===== src/rtl/max7219_pkg.sv =====
// Shared definitions for the MAX7219 frame controller: register map, init table, FSM encodings.
package max7219_pkg;

    localparam logic [3:0] ADDR_NOOP      = 4'h0;
    localparam logic [3:0] ADDR_DIGIT0    = 4'h1;
    localparam logic [3:0] ADDR_DIGIT1    = 4'h2;
    localparam logic [3:0] ADDR_DIGIT2    = 4'h3;
    localparam logic [3:0] ADDR_DIGIT3    = 4'h4;
    localparam logic [3:0] ADDR_DIGIT4    = 4'h5;
    localparam logic [3:0] ADDR_DIGIT5    = 4'h6;
    localparam logic [3:0] ADDR_DIGIT6    = 4'h7;
    localparam logic [3:0] ADDR_DIGIT7    = 4'h8;
    localparam logic [3:0] ADDR_DECODE    = 4'h9;
    localparam logic [3:0] ADDR_INTENSITY = 4'hA;
    localparam logic [3:0] ADDR_SCANLIMIT = 4'hB;
    localparam logic [3:0] ADDR_SHUTDOWN  = 4'hC;
    localparam logic [3:0] ADDR_TEST      = 4'hF;

    localparam int unsigned INIT_WORDS   = 5;
    localparam int unsigned FRAME_DIGITS = 8;

    typedef struct packed {
        logic [3:0] rsvd;
        logic [3:0] addr;
        logic [7:0] data;
    } max7219_word_t;

    // Sequencer states
    localparam logic [1:0] ST_INIT  = 2'd0;
    localparam logic [1:0] ST_IDLE  = 2'd1;
    localparam logic [1:0] ST_FRAME = 2'd2;

    // Serializer word phases
    localparam logic [1:0] TX_IDLE  = 2'd0;
    localparam logic [1:0] TX_SHIFT = 2'd1;
    localparam logic [1:0] TX_LOAD  = 2'd2;
    localparam logic [1:0] TX_GAP   = 2'd3;

    function automatic max7219_word_t make_word(input logic [3:0] addr, input logic [7:0] data);
        max7219_word_t w;
        w.rsvd = 4'h0;
        w.addr = addr;
        w.data = data;
        return w;
    endfunction

    // Power-up register programming, sent in index order
    function automatic max7219_word_t init_word(input logic [2:0] idx, input logic [3:0] intensity);
        max7219_word_t w;
        case (idx)
            3'd0:    w = make_word(ADDR_SHUTDOWN, 8'h01);
            3'd1:    w = make_word(ADDR_DECODE, 8'h00);
            3'd2:    w = make_word(ADDR_INTENSITY, {4'h0, intensity});
            3'd3:    w = make_word(ADDR_SCANLIMIT, 8'h07);
            default: w = make_word(ADDR_TEST, 8'h00);
        endcase
        return w;
    endfunction

endpackage


===== src/rtl/max7219_shift_tx.sv =====
// 16-bit MSB-first serializer for the MAX7219 link; one word = 36 half-bit periods.
// The start cycle is the first cycle of the word, so back-to-back words have no gap cycles.
module max7219_shift_tx
    import max7219_pkg::*;
#(
    parameter int unsigned SCLK_DIV = 2
)
(
    input  logic        i_clk,
    input  logic        i_reset,
    input  logic        i_start,
    input  logic [15:0] i_word,
    output logic        o_ready_c,
    output logic        o_done_c,
    output logic        o_serial_load,
    output logic        o_serial_dout,
    output logic        o_serial_clk
);

    localparam int unsigned DIV_W = (SCLK_DIV > 1) ? $clog2(SCLK_DIV) : 1;
    localparam logic [DIV_W-1:0] DIV_LAST = DIV_W'(SCLK_DIV - 1);

    logic [1:0]       state, state_nxt, cur_state;
    logic [4:0]       half, half_nxt, cur_half;
    logic [DIV_W-1:0] div_cnt, div_nxt, cur_div;
    logic [15:0]      shreg, shreg_nxt, cur_data;
    logic             load_nxt, dout_nxt, sclk_nxt;
    logic             half_end;

    assign o_ready_c = (state == TX_IDLE);
    assign o_done_c  = (state == TX_GAP) && (half == 5'd1) && (div_cnt == DIV_LAST);

    always_ff @(posedge i_clk) begin
        if (i_reset) begin
            state         <= TX_IDLE;
            half          <= '0;
            div_cnt       <= '0;
            shreg         <= '0;
            o_serial_load <= 1'b0;
            o_serial_dout <= 1'b0;
            o_serial_clk  <= 1'b0;
        end else begin
            state         <= state_nxt;
            half          <= half_nxt;
            div_cnt       <= div_nxt;
            shreg         <= shreg_nxt;
            o_serial_load <= load_nxt;
            o_serial_dout <= dout_nxt;
            o_serial_clk  <= sclk_nxt;
        end
    end

    // Current position (a start in idle counts as position 0 of SHIFT), pin values, then advance
    always_comb begin
        cur_state = state;
        cur_half  = half;
        cur_div   = div_cnt;
        cur_data  = shreg;
        if ((state == TX_IDLE) && i_start) begin
            cur_state = TX_SHIFT;
            cur_half  = '0;
            cur_div   = '0;
            cur_data  = i_word;
        end
        state_nxt = cur_state;
        half_nxt  = cur_half;
        div_nxt   = cur_div;
        shreg_nxt = cur_data;
        load_nxt  = 1'b0;
        dout_nxt  = 1'b0;
        sclk_nxt  = 1'b0;
        half_end  = (cur_div == DIV_LAST);

        case (cur_state)
            TX_SHIFT: begin
                sclk_nxt = cur_half[0];
                dout_nxt = cur_data[4'(4'd15 - cur_half[4:1])];
            end
            TX_LOAD: load_nxt = 1'b1;
            default: ;
        endcase

        if (cur_state != TX_IDLE) begin
            if (!half_end) begin
                div_nxt = cur_div + 1'b1;
            end else begin
                div_nxt  = '0;
                half_nxt = cur_half + 5'd1;
                case (cur_state)
                    TX_SHIFT: if (cur_half == 5'd31) begin
                        state_nxt = TX_LOAD;
                        half_nxt  = '0;
                    end
                    TX_LOAD: if (cur_half == 5'd1) begin
                        state_nxt = TX_GAP;
                        half_nxt  = '0;
                    end
                    default: if (cur_half == 5'd1) begin
                        state_nxt = TX_IDLE;
                        half_nxt  = '0;
                    end
                endcase
            end
        end
    end

endmodule


===== src/rtl/max7219_frame_ctrl.sv =====
// MAX7219 link sequencer: init sequence after reset, then one 8-digit frame per refresh strobe.
// Optional feature macro: MAX7219_INTENSITY_PORT_EN (runtime intensity input).
module max7219_frame_ctrl
    import max7219_pkg::*;
#(
    parameter int unsigned SCLK_DIV  = 2,
    parameter logic [3:0]  INTENSITY = 4'h8
)
(
    input  logic        i_clk,
    input  logic        i_reset,
    input  logic        i_stb,
    input  logic [63:0] i_digits,
`ifdef MAX7219_INTENSITY_PORT_EN
    input  logic [3:0]  i_intensity,
`endif
    output logic        o_busy,
    output logic        o_frame_done,
    output logic        o_serial_load,
    output logic        o_serial_dout,
    output logic        o_serial_clk
);

    logic [1:0]    state, state_nxt;
    logic [3:0]    idx, idx_nxt, last_idx_c;
    logic [2:0]    digit_sel_c;
    logic          pending, pending_nxt;
    logic          busy_nxt, done_nxt, snap_en_c;
    logic [63:0]   snap;
    logic          tx_start_c, tx_ready_c, tx_done_c;
    max7219_word_t word_c;
    logic          prefix;
    logic [3:0]    init_int_c, frame_int;

`ifdef MAX7219_INTENSITY_PORT_EN
    logic [3:0] int_q, int_sent;

    always_ff @(posedge i_clk) begin
        int_q <= i_intensity;
    end

    // Remember what the device holds; a frame gets an intensity prefix when it differs
    always_ff @(posedge i_clk) begin
        if (i_reset) begin
            prefix    <= 1'b0;
            int_sent  <= INTENSITY;
            frame_int <= INTENSITY;
        end else begin
            if (snap_en_c) begin
                prefix    <= (int_q != int_sent);
                frame_int <= int_q;
            end
            if (tx_start_c && (state == ST_INIT) && (idx == 4'd2)) begin
                int_sent <= int_q;
            end else if (tx_start_c && (state == ST_FRAME) && prefix && (idx == 4'd0)) begin
                int_sent <= frame_int;
            end
        end
    end

    assign init_int_c = int_q;
`else
    assign prefix     = 1'b0;
    assign frame_int  = INTENSITY;
    assign init_int_c = INTENSITY;
`endif

    assign tx_start_c = (state != ST_IDLE) && tx_ready_c;

    // Word currently due on the link
    always_comb begin
        digit_sel_c = prefix ? 3'(idx - 4'd1) : idx[2:0];
        last_idx_c  = (state == ST_INIT) ? 4'(INIT_WORDS - 1)
                                         : (prefix ? 4'(FRAME_DIGITS) : 4'(FRAME_DIGITS - 1));
        if (state == ST_INIT) begin
            word_c = init_word(idx[2:0], init_int_c);
        end else if (prefix && (idx == 4'd0)) begin
            word_c = make_word(ADDR_INTENSITY, {4'h0, frame_int});
        end else begin
            word_c = make_word(ADDR_DIGIT0 + 4'(digit_sel_c), snap[{digit_sel_c, 3'b000} +: 8]);
        end
    end

    always_ff @(posedge i_clk) begin
        if (i_reset) begin
            state        <= ST_INIT;
            idx          <= '0;
            pending      <= 1'b0;
            o_busy       <= 1'b1;
            o_frame_done <= 1'b0;
        end else begin
            state        <= state_nxt;
            idx          <= idx_nxt;
            pending      <= pending_nxt;
            o_busy       <= busy_nxt;
            o_frame_done <= done_nxt;
        end
    end

    always_ff @(posedge i_clk) begin
        if (snap_en_c) begin
            snap <= i_digits;
        end
    end

    // Sequencer: strobes while busy coalesce into one pending frame
    always_comb begin
        state_nxt   = state;
        idx_nxt     = idx;
        pending_nxt = pending;
        busy_nxt    = o_busy;
        done_nxt    = 1'b0;
        snap_en_c   = 1'b0;
        case (state)
            ST_IDLE: begin
                if (i_stb) begin
                    state_nxt = ST_FRAME;
                    busy_nxt  = 1'b1;
                    snap_en_c = 1'b1;
                end
            end
            default: begin
                if (i_stb) begin
                    pending_nxt = 1'b1;
                end
                if (tx_done_c) begin
                    if (idx != last_idx_c) begin
                        idx_nxt = idx + 4'd1;
                    end else begin
                        idx_nxt  = '0;
                        done_nxt = (state == ST_FRAME);
                        if (pending || i_stb) begin
                            state_nxt   = ST_FRAME;
                            pending_nxt = 1'b0;
                            snap_en_c   = 1'b1;
                        end else begin
                            state_nxt = ST_IDLE;
                            busy_nxt  = 1'b0;
                        end
                    end
                end
            end
        endcase
    end

    max7219_shift_tx #(
        .SCLK_DIV (SCLK_DIV)
    ) u_tx (
        .i_clk         (i_clk),
        .i_reset       (i_reset),
        .i_start       (tx_start_c),
        .i_word        (word_c),
        .o_ready_c     (tx_ready_c),
        .o_done_c      (tx_done_c),
        .o_serial_load (o_serial_load),
        .o_serial_dout (o_serial_dout),
        .o_serial_clk  (o_serial_clk)
    );

endmodule

===== config.mk =====
export PLATFORM = sky130hd
export DESIGN_NAME = max7219_frame_ctrl
export DESIGN_NICKNAME = d
export VERILOG_FILES = /design/src/rtl/max7219_pkg.sv /design/src/rtl/max7219_shift_tx.sv /design/src/rtl/max7219_frame_ctrl.sv
export SDC_FILE = /design/constraint.sdc
export NUM_CORES = 1
export LEC_CHECK = 0
export CORE_ASPECT_RATIO = 2
export CORE_MARGIN = 5
export CORE_UTILIZATION = 40
export CTS_BUF_LIST = sky130_fd_sc_hd__clkbuf_4 sky130_fd_sc_hd__clkbuf_8
export DETAILED_ROUTE_END_ITERATION = 10
export GPL_TIMING_DRIVEN = 0
export PLACE_DENSITY_LB_ADDON = 0.08
export SLEW_MARGIN = 25
export SYNTH_ARGS = -nofsm -noshare
export SYNTH_HDL_FRONTEND = slang
export SYNTH_HIERARCHICAL = 1
export SYNTH_SLANG_ARGS = --single-unit

===== constraint.sdc =====
create_clock -name i_clk -period 15.95 [get_ports i_clk]
set_clock_uncertainty 0.1 [all_clocks]
set_input_delay 1.595 -clock i_clk [delete_from_list [all_inputs] [get_ports i_clk]]
set_output_delay 1.595 -clock i_clk [all_outputs]
set_load 0.02 [all_outputs]

==> impl_metrics.csv <==
group,metric,value,unit
sta,rsz0062_at_grt,"false",
worst_setup_path,worstPathRequired,15940,ps
floorplan,dieArea,13210,um^2
worst_setup_path,cp-end-kind,"flip-flop",
yosys,yosysUniqueCellTypes,51,
cells_and_area,drive_above_1_share,13.06,%
sta,drv_slew,0,
placed_design,io_buffers,71,
sta,max_freq,284.4,MHz
yosys,syn-instance-count,347,
cells_and_area,final_util,50.95,%
sta,finalSetupViolations,0,
sta,setup_tns,0,ps
worst_hold_path,hold_class,"reg -> reg",
worst_setup_path,crit_top_cell,"buf_4",
clock_tree,numCtsBuffers,9,
worst_setup_path,slowest_stage,"clkdlybuf4s50_1",
pwr,powerDensity,83.83,nW/um^2
worst_setup_path,startpoint,"i_stb",
yosys,synth_top_area_cell,"edfxtp_1",
run,drv_cap,0,
run_status,outcome,"complete, no violations",
global_routing,grt_max_degree,19,
routing,first_pass_iters,6,
yosys,async_flop_share,0,%
floorplan,ioPinCount,72,
clock_tree,htreeDepth,3,
clock_tree,post_cts_buffers,0,
sta,fin_crit_sh,22.05,%
global_routing,antenna_found_initial,0,
yosys,netlist_area,4358,um^2
sta,fin_ws,12430,ps
routing,drc_errors,0,
global_routing,grt_pass1_vias,3102,
worst_setup_path,worstReg2RegStart,"u_tx/half[3]$_SDFF_PP0_",
worst_setup_path,crit_fanout,11,
worst_setup_path,start_kind,"primary input",
global_routing,overflow,0,
global_routing,grtUsageTotal,14.58,%
cells_and_area,finalNetCount,516,
yosys,ys_ff_latch,100,
cells_and_area,areaGrowthSynthToFinish,26.39,%
yosys,synth_area_per_cell,12.56,um^2
yosys,synth-main-ff-cell,"edfxtp_1",
placed_design,post-place-ws,12000,ps
sta,fin_crit,3516,ps
yosys,synthMostInstantiatedCell,"edfxtp_1",
yosys,synth.area.top_cells,"edfxtp_1 44%, dfxtp_1 17%, mux4_2 9.3%",
worst_setup_path,cp_slowest_stage_delay,540,ps
worst_setup_path,crit_chain,"clkdlybuf4s50_1 > a21oi_1 > nor3_2 > buf_4 > buf_4 > buf_6 > buf_6 > buf_4",
clock_tree,clk_latency,370,ps
yosys,synth.top_cell.area_share,44.10,%
floorplan,row_count,54,
routing,wl,9.335,mm
sta,hold_viol_final,0,
clock_tree,ctsHoldBuffers,0,
routing,wire_per_inst,15.98,um
sta,max_slew.worst_pin.slew,662.7,ps
sta,relSlewSlack,55.35,%
yosys,yosysWarnings,6,
clock_tree,path_clk_slew,100,ps
cells_and_area,stdcell_count,584,
pwr,ir_worst_vdd,0.00005645,V
worst_hold_path,hold_end,"u_tx/shreg[11]$_SDFF_PP0_",
yosys,synth_seq_area_share,60.64,%
worst_setup_path,critPathKind,"in -> reg",
placed_design,gp_congestion,0.8016,
worst_setup_path,r2r_cells,11,
cells_and_area,fillers,1004,
global_routing,grt_pass1_wl,14.80,mm
clock_tree,cts_root_buf,"clkbuf_8",
worst_hold_path,whs_path_depth,2,
worst_setup_path,cp.arrival,3510,ps
floorplan,die_h,157.6,um
floorplan,dieWidth,83.81,um
clock_tree,postCtsResizedCells,0,
yosys,netlist_top_cells_count,"64 x edfxtp_1, 60 x nand2_1, 36 x dfxtp_1",
floorplan,start_util,40.31,%
placed_design,dp.cells,569,
worst_hold_path,hold_path.startpoint,"u_tx/shreg[11]$_SDFF_PP0_",
pwr,p_leak,1.850,nW
yosys,synth_edf_count,64,
cells_and_area,num_antenna_cells,0,
clock_tree,cts_tree,"yes",
clock_tree,cts_buffer_depth,2,
routing,drt_iter0_markers,151,
routing,antenna_left,0,
placed_design,hpwl,7.408,mm
clock_tree,clock-sinks,100,
routing,vias,2987,
floorplan,core_area,10810,um^2
worst_setup_path,r2r_slack,12550,ps
routing,routed_via_density,5.115,
worst_setup_path,r2r_end,"snap[17]$_DFFE_PP_",
-- worst max-delay path by stage --
stage and endpoint:
2_1_floorplan state[1]$_SDFFE_PP0P_, 3_3_place_gp state[1]$_SDFFE_PP0P_, 3_5_place_dp snap[44]$_DFFE_PP_, 4_1_cts snap[36]$_DFFE_PP_, 5_1_grt snap[44]$_DFFE_PP_, 6_report snap[17]$_DFFE_PP_
-- worst max-delay path: cells and delay by family --
family,cells,cell delay (ps)
buffers and inverters,6,1520
and+or+nand+nor,1,320
AOI/OAI and AO/OA,1,70
-- metrics by stage --
step           power (mW)  area [um^2]  hold WS, ps
5_1_grt            0.4790         5508        382.9
3_3_place_gp       0.3174         5259        340.7
2_1_floorplan      0.2966         4373        333.1
4_1_cts            0.4685         5508        358.9
6_report           0.4617         5508        359.1
3_5_place_dp       0.3179         5328        345.6
-- logic make-up after synthesis --
group / after synthesis / share of synthesized area [%]
and+or+nand+nor: 122 / 13.90
DFF: 100 / 60.64
AOI/OAI and AO/OA: 59 / 8.298
buffers and inverters: 30 / 3.359
muxes: 25 / 10.94
adders and majority gates: 9 / 2.584
other: 1 / 0.08605
xor gates and xnor gates: 1 / 0.2010
-- area by class of cell --
cell class | count | area [um^2] | share of cell area (%)
buffer | 22 | 116.4 | 2.113
inverter | 8 | 30.03 | 0.5452
tap | 140 | 175.2 | 3.180
sequential | 100 | 2643 | 47.98
clock buffer | 9 | 123.9 | 2.249
timing repair buffer | 78 | 774.5 | 14.06
clock inverter | 6 | 56.30 | 1.022
multi-input combinational | 221 | 1589 | 28.85
-- layer usage --
metal  vias to the layer above  GRT usage [%]  share of wire (%)
met4                         0          8.819                3.9
li1                       1468              -                  -
met2                        71          29.32                 58
met5                         -              0                  0
met3                        21          2.760                3.7
met1                      1427          12.98                 34
-- layout by cell type (no fill, tap or decap), types with 3 or more instances in the layout --
cell type and count:
nor4_1 3, dfxtp_1 36, buf_4 7, a21oi_1 33
a31oi_1 5, nand2_1 60, mux4_2 18, nor3_1 7
clkdlybuf4s50_1 71, o21ai_0 5, buf_6 5, and2_1 3
nor4b_1 4, edfxtp_1 64, mux2i_1 6, inv_1 8
nand3_1 9, clkbuf_8 9, nand2b_1 3, conb_1 5
ha_1 9, nor2_1 13, clkbuf_1 10, o211ai_1 3
nand4_1 3, buf_2 6
-- sequential cells by signal, summed over array words and instances, names as in the netlist --
register            cells
u_tx/o_serial_load      1
u_tx/state              2
o_frame_done            1
u_tx/div_cnt            1
o_busy                  1
u_tx/shreg             16
pending                 1
u_tx/half               5
u_tx/o_serial_clk       1
state                   2
idx                     4
snap                   64
u_tx/o_serial_dout      1
-- where the power goes --
group	total, mW	internal, mW	switching, mW
Clock	0.150	0.0591	0.0910
Sequential	0.278	0.277	0.00150
Combinational	0.0331	0.0202	0.0129
Power figures use the tool's default switching activity.
